`config.mk`:
```
export PLATFORM = sky130hd
export DESIGN_NAME = frag_pkt_sender_flat
export DESIGN_NICKNAME = d
export VERILOG_FILES = /design/src/rtl/frag_pkt_sender_if.sv /design/src/rtl/frag_pkt_sender.sv /design/src/flat_wrapper.sv
export SDC_FILE = /design/constraint.sdc
export NUM_CORES = 1
export LEC_CHECK = 0
export CAP_MARGIN = 15
export CORE_ASPECT_RATIO = 0.5
export CORE_MARGIN = 3
export CORE_UTILIZATION = 55
export CTS_BUF_LIST = sky130_fd_sc_hd__clkbuf_4 sky130_fd_sc_hd__clkbuf_8
export DETAILED_ROUTE_END_ITERATION = 7
export PLACE_DENSITY = 0.87
export RECOVER_POWER = 100
export SLEW_MARGIN = 30
export SYNTH_ARGS = -nofsm -noshare
export SYNTH_HDL_FRONTEND = slang
export SYNTH_SLANG_ARGS = --single-unit
```
`constraint.sdc`:
```
create_clock -name clk -period 3.55 [get_ports clk]
set_input_delay 0.71 -clock clk [delete_from_list [all_inputs] [get_ports clk]]
set_output_delay 0.71 -clock clk [all_outputs]
set_load 0.01 [all_outputs]
```
`src/rtl/frag_pkt_sender_if.sv`:
```
// Fragment link from the fragmentation stage toward the lane arbiter.
// The sender drives the fragment and its sideband. The arbiter drives frag_ready.
interface frag_pkt_sender_if #(
    parameter int FRAG_WIDTH = 32,
    parameter int IDX_WIDTH  = 3,
    parameter int DFX_WIDTH  = 2
);
    logic                  frag_valid;
    logic                  frag_ready;
    logic [FRAG_WIDTH-1:0] frag_data;
    logic [IDX_WIDTH-1:0]  frag_idx;
    logic                  frag_last;
    logic [DFX_WIDTH-1:0]  frag_dst_dfx;

    modport master (
        output frag_valid,
        output frag_data,
        output frag_idx,
        output frag_last,
        output frag_dst_dfx,
        input  frag_ready
    );

    modport slave (
        input  frag_valid,
        input  frag_data,
        input  frag_idx,
        input  frag_last,
        input  frag_dst_dfx,
        output frag_ready
    );
endinterface

```
`src/rtl/frag_pkt_sender.sv`:
```
// Fragmentation stage. A rising edge of start_frag_pkt latches the encapsulated
// packet. The packet is then sent as NUMBER_FRAG fragments, LSB fragment first,
// over a valid/ready link. After the last fragment is accepted, the module
// emits a one-cycle frag_pkt_done pulse. A replay is just another rising edge.
module frag_pkt_sender #(
    parameter int FRAG_WIDTH  = 32,
    parameter int NUMBER_FRAG = 5,
    parameter int IDX_WIDTH   = 3,
    parameter int DFX_WIDTH   = 2
) (
    input  logic                              clk,
    input  logic                              rst,
    input  logic                              start_frag_pkt,
    input  logic [NUMBER_FRAG*FRAG_WIDTH-1:0] pkt_data,
    input  logic [DFX_WIDTH-1:0]              pkt_dst_dfx,
    frag_pkt_sender_if.master                 m_frag,
    output logic                              frag_pkt_done,
    output logic                              busy
);

    localparam logic [IDX_WIDTH-1:0] LAST_IDX = IDX_WIDTH'(NUMBER_FRAG - 1);

    typedef enum logic [1:0] {
        IDLE,
        SEND,
        DONE
    } state_t;

    state_t                          r_state;
    logic                            r_start_prev;
    logic [NUMBER_FRAG*FRAG_WIDTH-1:0] r_buf;
    logic [IDX_WIDTH-1:0]            r_idx;
    logic                            r_frag_valid;
    logic [FRAG_WIDTH-1:0]           r_frag_data;
    logic                            r_frag_last;
    logic [DFX_WIDTH-1:0]            r_frag_dst_dfx;
    logic                            r_done;
    logic                            r_busy;

    logic                            w_start_edge;
    logic                            w_accept;
    logic [IDX_WIDTH-1:0]            w_idx_nxt;
    logic [NUMBER_FRAG*FRAG_WIDTH-1:0] w_buf_shift;
    logic [FRAG_WIDTH-1:0]           w_data_nxt;

    // Start edge detect, handshake, and the next fragment to present after an accept
    always_comb begin
        w_start_edge = start_frag_pkt & ~r_start_prev;
        w_accept     = r_frag_valid & m_frag.frag_ready;
        w_idx_nxt    = r_idx + 1'b1;
        w_buf_shift  = r_buf >> (32'(w_idx_nxt) * FRAG_WIDTH);
        w_data_nxt   = w_buf_shift[FRAG_WIDTH-1:0];
    end

    // Control FSM. All link outputs are registered, so each transition loads
    // the values belonging to the state being entered.
    always_ff @(posedge clk) begin
        if (rst) begin
            r_state        <= IDLE;
            r_start_prev   <= 1'b0;
            r_buf          <= '0;
            r_idx          <= '0;
            r_frag_valid   <= 1'b0;
            r_frag_data    <= '0;
            r_frag_last    <= 1'b0;
            r_frag_dst_dfx <= '0;
            r_done         <= 1'b0;
            r_busy         <= 1'b0;
        end else begin
            r_start_prev <= start_frag_pkt;
            r_done       <= 1'b0;
            case (r_state)
                IDLE: begin
                    if (w_start_edge) begin
                        r_state        <= SEND;
                        r_buf          <= pkt_data;
                        r_idx          <= '0;
                        r_frag_valid   <= 1'b1;
                        r_frag_data    <= pkt_data[FRAG_WIDTH-1:0];
                        r_frag_last    <= (LAST_IDX == '0);
                        r_frag_dst_dfx <= pkt_dst_dfx;
                        r_busy         <= 1'b1;
                    end
                end
                SEND: begin
                    if (w_accept) begin
                        if (r_frag_last) begin
                            r_state      <= DONE;
                            r_idx        <= '0;
                            r_frag_valid <= 1'b0;
                            r_frag_data  <= '0;
                            r_frag_last  <= 1'b0;
                            r_done       <= 1'b1;
                        end else begin
                            r_idx       <= w_idx_nxt;
                            r_frag_data <= w_data_nxt;
                            r_frag_last <= (w_idx_nxt == LAST_IDX);
                        end
                    end
                end
                DONE: begin
                    r_state <= IDLE;
                    r_busy  <= 1'b0;
                end
                default: begin
                    r_state <= IDLE;
                end
            endcase
        end
    end

    // Drive the link and status from registers
    always_comb begin
        m_frag.frag_valid   = r_frag_valid;
        m_frag.frag_data    = r_frag_data;
        m_frag.frag_idx     = r_frag_valid ? r_idx : '0;
        m_frag.frag_last    = r_frag_last;
        m_frag.frag_dst_dfx = r_frag_dst_dfx;
        frag_pkt_done       = r_done;
        busy                = r_busy;
    end

endmodule
```
`src/flat_wrapper.sv`:
```
// flat-port wrapper written by rule: the top's interface ports become plain ports
module frag_pkt_sender_flat 
#(
    parameter int FRAG_WIDTH  = 32,
    parameter int NUMBER_FRAG = 5,
    parameter int IDX_WIDTH   = 3,
    parameter int DFX_WIDTH   = 2
)
  (clk, rst, start_frag_pkt, pkt_data, pkt_dst_dfx, frag_pkt_done, busy, m_frag_frag_valid, m_frag_frag_data, m_frag_frag_idx, m_frag_frag_last, m_frag_frag_dst_dfx, m_frag_frag_ready);
  frag_pkt_sender_if #(.FRAG_WIDTH(FRAG_WIDTH), .IDX_WIDTH(IDX_WIDTH), .DFX_WIDTH(DFX_WIDTH)) m_frag_i ();
  input  logic clk;
  input  logic rst;
  input  logic start_frag_pkt;
  input  logic [NUMBER_FRAG*FRAG_WIDTH-1:0] pkt_data;
  input  logic [DFX_WIDTH-1:0] pkt_dst_dfx;
  output logic frag_pkt_done;
  output logic busy;
  output wire logic [$bits(m_frag_i.frag_valid)-1:0] m_frag_frag_valid;
  output wire logic [$bits(m_frag_i.frag_data)-1:0] m_frag_frag_data;
  output wire logic [$bits(m_frag_i.frag_idx)-1:0] m_frag_frag_idx;
  output wire logic [$bits(m_frag_i.frag_last)-1:0] m_frag_frag_last;
  output wire logic [$bits(m_frag_i.frag_dst_dfx)-1:0] m_frag_frag_dst_dfx;
  input wire logic [$bits(m_frag_i.frag_ready)-1:0] m_frag_frag_ready;
  assign m_frag_frag_valid = m_frag_i.frag_valid;
  assign m_frag_frag_data = m_frag_i.frag_data;
  assign m_frag_frag_idx = m_frag_i.frag_idx;
  assign m_frag_frag_last = m_frag_i.frag_last;
  assign m_frag_frag_dst_dfx = m_frag_i.frag_dst_dfx;
  assign m_frag_i.frag_ready = m_frag_frag_ready;
  frag_pkt_sender #(.FRAG_WIDTH(FRAG_WIDTH), .NUMBER_FRAG(NUMBER_FRAG), .IDX_WIDTH(IDX_WIDTH), .DFX_WIDTH(DFX_WIDTH)) u_core (.clk(clk), .rst(rst), .start_frag_pkt(start_frag_pkt), .pkt_data(pkt_data), .pkt_dst_dfx(pkt_dst_dfx), .m_frag(m_frag_i), .frag_pkt_done(frag_pkt_done), .busy(busy));
endmodule
```
Word-level counts from Yosys, hierarchy flattened
Index checks and enable logic that the tools add are counted.
{"block": "totals", "wordCells": 55, "ff_bits": 204}
{"block": "op_classes", "add_sub_neg": 1, "mux": 23, "shifts": 1, "n_reduce_logical": 9, "eq_ne": 6, "bitwise": 5}
{"op": "$shr A160 B8 Y32", "n": 1}
{"op": "$mux W32", "n": 3}
{"op": "$pmux W32 S2", "n": 1}
{"op": "$mux W3", "n": 4}
{"op": "$mux W1", "n": 7}
{"op": "$mux W2", "n": 3}
{"op": "$ne A2 B1 Y1 const B", "n": 3}
{"op": "$pmux W1 S2", "n": 3}
{"op": "$pmux W3 S2", "n": 1}
{"op": "$reduce_and A3 Y1", "n": 2}
{"op": "$pmux W2 S2", "n": 1}
{"op": "$reduce_and A2 Y1", "n": 2}
{"op": "$reduce_and A4 Y1", "n": 1}
{"op": "$reduce_bool A2 Y1", "n": 2}
{"op": "$add A3 B1 Y3 const B", "n": 1}
{"op": "$eq A3 B3 Y1 const B", "n": 1}
{"op": "$not A1 Y1", "n": 3}
{"op": "$reduce_or A3 Y1", "n": 1}
{"op": "$and A1 B1 Y1", "n": 2}
{"op": "$eq A2 B1 Y1 const B", "n": 1}
{"op": "$eq A2 B2 Y1 const B", "n": 1}
{"op": "$logic_not A2 Y1", "n": 1}

Logic depth before layout (Yosys ltp)
{"block": "depth", "depth_word": 5, "mapped_depth": 7, "mapped_depth_nobuf": 5}

Worst setup path before layout
OpenSTA, ideal clock, no wires.
{"block": "synth_timing", "kind": "input to register", "startpoint": "in start_frag_pkt", "endpoint": "reg u_core.r_buf[140]", "t_arrival_ps": 1672, "cell_stages": 6, "setup_slack_ps": 1746, "required_time_ps": 3418, "cell_sequence": "or4b_1 buf_2 buf_4 buf_6 nand2_1 a21oi_1"}
{"block": "synth_via", "elab_chain_cells": 2}
{"element": "start: declaration", "line_no": "flat_wrapper.sv:13", "text": "input logic start_frag_pkt;"}
{"element": "$and A1 B1 Y1", "line_no": "frag_pkt_sender.sv:48", "text": "w_start_edge = start_frag_pkt & ~r_start_prev;"}
{"element": "$reduce_and A2 Y1 (no line)"}
{"element": "end signal: assignment", "line_no": "frag_pkt_sender.sv:76", "text": "r_buf <= pkt_data;"}
{"element": "end: declaration", "line_no": "frag_pkt_sender.sv:31", "text": "logic [NUMBER_FRAG*FRAG_WIDTH-1:0] r_buf;"}
Every way passes these cells.
A chain may end at the register's enable or synchronous reset.

Worst setup path after layout
{"block": "layout_timing", "startpoint": "reg u_core.r_state[0]", "endpoint": "reg u_core.r_frag_data[28], in the netlist u_core.m_frag.frag_data[28]"}
{"block": "layout_via", "elab_chain_cells": 3}
{"element": "start: declaration", "line_no": "frag_pkt_sender.sv:29", "text": "state_t r_state;"}
{"element": "start signal: assignment", "line_no": "frag_pkt_sender.sv:59", "text": "r_state <= IDLE;"}
{"element": "start signal: assignment", "line_no": "frag_pkt_sender.sv:75", "text": "r_state <= SEND;"}
{"element": "start signal: assignment", "line_no": "frag_pkt_sender.sv:88", "text": "r_state <= DONE;"}
{"element": "$eq A2 B1 Y1 / $logic_not A2 Y1 (equally long branches)", "line_no": "frag_pkt_sender.sv:72", "text": "case (r_state)"}
{"element": "$ne A2 B1 Y1 (no line) / $reduce_bool A2 Y1 (equally long branches)"}
{"element": "$reduce_and A3 Y1 (no line)"}
{"element": "end signal: assignment", "line_no": "frag_pkt_sender.sv:79", "text": "r_frag_data <= pkt_data[FRAG_WIDTH-1:0];"}
{"element": "end signal: assignment", "line_no": "frag_pkt_sender.sv:96", "text": "r_frag_data <= w_data_nxt;"}
{"element": "end: declaration", "line_no": "frag_pkt_sender.sv:34", "text": "logic [FRAG_WIDTH-1:0] r_frag_data;"}
Several ways; a longest one is shown, not always the timed one.

==> results.ini <==
[synthesis]
synth_common_cells = nand2_1 (358), dfxtp_1 (204), a21oi_1 (169)
syn-num-nets = 1190
netlist_area_mm2 = 0.00867
avgSynthCellArea_um2 = 8.49
synth_top_family_by_area = simple AND/OR/NAND/NOR gates
synthAdderAreaFrac_pct = 0.289
synth_edf_count = 0
ys_top_cells_by_area = dfxtp_1 (47%), nand2_1 (15%), a21oi_1 (9.8%)
synth_xor_xnor_area_share_pct = 0
synthDistinctLibCells = 27
syn_inst = 1022
synth_area_leader_cell = dfxtp_1
synthMuxAreaShare_pct = 8.31
synth-seq-cells = 204
yosys.area_share.simple_pct = 21.4
synth_compound_area_share_pct = 16.6
synth_top_area_share_pct = 47.1
async_flop_share_pct = 0
yosys_warnings = 0
synth-main-ff-cell = dfxtp_1
synth.most_common_cell = nand2_1
synth-seq-area-share_pct = 47.1

[floorplanning]
die_h_um = 94.8
rows = 31
die_area_mm2 = 0.0174
start_util_pct = 58.1
ios = 207
fp.dieW_um = 184
core_mm2 = 0.0149

[critical_path]
worstRegToRegCells = 4
end_kind = flop
startpoint = u_core.r_state[0]
cp_slowest_stage_delay_ns = 0.96
rrSetupSlack_ns = 0.61
slowest_stage = dfxtp_2
critical_path_class = reg2reg
cp.required_ns = 3.98
crit_fanout = 67
worst_ep_arrival_time_ns = 3.37
cp_cell_sequence = or4b_4 > nand2_1 > clkbuf_2 > a311oi_1
r2r-start = u_core.r_state[0]
crit_path_start_kind = flop

[sta]
drv_slew = 84
final_hold_viol_count = 0
finalCritPeriodShare_pct = 82.8
tightest_slew_ns = 1.71
fin_worst_skew_ns = 0.0118
max-slew-margin-rel_pct = -14.0
fmax_ghz = 0.340
rsz0062_at_grt = no
finalSetupViolations = 0
timing.setup.tns_ns = 0
period_needed_ns = 2.94

[clock_tree]
cts_root_buf = clkbuf_8
numCtsBuffers = 28
holdBufCountCts = 0
ctsHtreeMaxLevel = 1
cts_setup_buffers = 0
post_cts_resized = 0
cts.reportedPaths.clkPinSlew_ns = 0.07
cts_tree = yes
clk-insertion-delay-late_ns = 0.54
clock_tree.buffer_depth = 3
cts.sink_count = 204

[finish]
final_cells = 1393
area_growth_pct = 30.2
final_nets = 1343
diodes = 0
layout-drive-gt1-share_pct = 8.79

[run]
maxCapViolCount = 1

[route]
wl_per_cell_um = 18.2
drc = 0
via_per_inst = 5.90
ant_nets = 0
dr.pass1.iters = 8
routed_wl_um = 25400
num_vias = 8218
drt_iter0_drc = 766

[pwr]
finalPower_mw = 5.36
leakagePower_nw = 4.04
vdd_drop_max_v = 0.000262
power_density_mw_per_mm2 = 475

[place]
dp_cells = 1343
dp_hpwl_um = 16700
finalWeightedCongestion = 0.821
numPortBuffers = 206

[global_route]
grt_max_degree = 105
grt_pass1_vias = 7998
track_usage_pct = 28.2
antenna_found_initial = 0
grt_pass1_wl_um = 39800
grt_overflow = 0

[run_status]
status = complete, but fails checks
violations = capacitance limit, slew limit

[hold_path]
min_from = u_core.r_buf[2]
hold_depth = 2
hold_class = reg2reg

[through the flow]
step                instance area, um^2  hold WS, ns  utilization [%]  worst slack [ns]
finish                            11300        0.454             75.6             0.611
global route                      11300        0.473             75.6             0.435
CTS                               11300        0.456             75.7             0.727
detailed placement                10700        0.447             71.5             0.649
global placement                  10700        0.438             71.5             0.720
floorplan                          8670        0.433                -              1.75
[worst max-delay path: cells and delay by family (launching register included)]
kind                   cells  cell delay (ns)
flip-flops                 1             0.96
AND/OR/NAND/NOR            2             0.87
buffers and inverters      1             0.53
AO/OA/AOI/OAI              1             0.45
[placed cells by master, fill, tap and decap left out, types with 32 or more instances in the layout]
cell / n
a21oi_1: 169
dlygate4sd3_1: 40
clkbuf_8: 36
mux4_2: 32
dfxtp_1: 202
clkdlybuf4s50_1: 165
nor3_1: 34
nand2_1: 358
nor2b_1: 34
a41oi_1: 32
a311oi_1: 32
[state kept, by name, indices dropped and copies added (netlist names)]
| register | flops |
|---|---|
| u_core.r_state | 2 |
| u_core.m_frag.frag_last | 1 |
| u_core.frag_pkt_done | 1 |
| u_core.m_frag.frag_data | 32 |
| u_core.r_buf | 160 |
| u_core.r_idx | 3 |
| u_core.busy | 1 |
| u_core.r_start_prev | 1 |
| u_core.m_frag.frag_valid | 1 |
| u_core.m_frag.frag_dst_dfx | 2 |
[cells by family after synthesis]
| group | after synthesis |
|---|---|
| adders and majority gates | 2 |
| and+or+nand+nor | 444 |
| buffers and inverters | 102 |
| AOI/OAI and AO/OA | 238 |
| DFF | 204 |
| muxes | 32 |
[final timing paths]
path	endpoint
hold reg to reg	u_core.r_buf[2]
hold / removal	u_core.r_buf[2]
setup / recovery	u_core.m_frag.frag_data[28]
setup reg to reg	u_core.m_frag.frag_data[28]
[power by group]
part / switching, mW / internal, mW
logic: 0.417 / 0.418
clock network: 0.870 / 1.12
registers: 0.0955 / 2.44
total: 1.38 / 3.98
[area by class of cell]
| cell class | instances | area, um^2 |
|---|---|---|
| flip-flops and latches | 204 | 4090 |
| multi-input cells | 716 | 4080 |
| inverters | 5 | 18.8 |
| clock buffers | 42 | 541 |
| clock inverters | 8 | 90.1 |
| repair buffers | 220 | 2230 |
| fillers | 1060 | 3640 |
| well taps | 198 | 248 |
[layer usage]
metal	share of wire, %	global-route usage, %
met1	42	38.1
met2	48	47.7
met3	8.4	5.00
met4	1.9	7.35
met5	0	0
No activity file was read; power rests on OpenSTA's default activity.
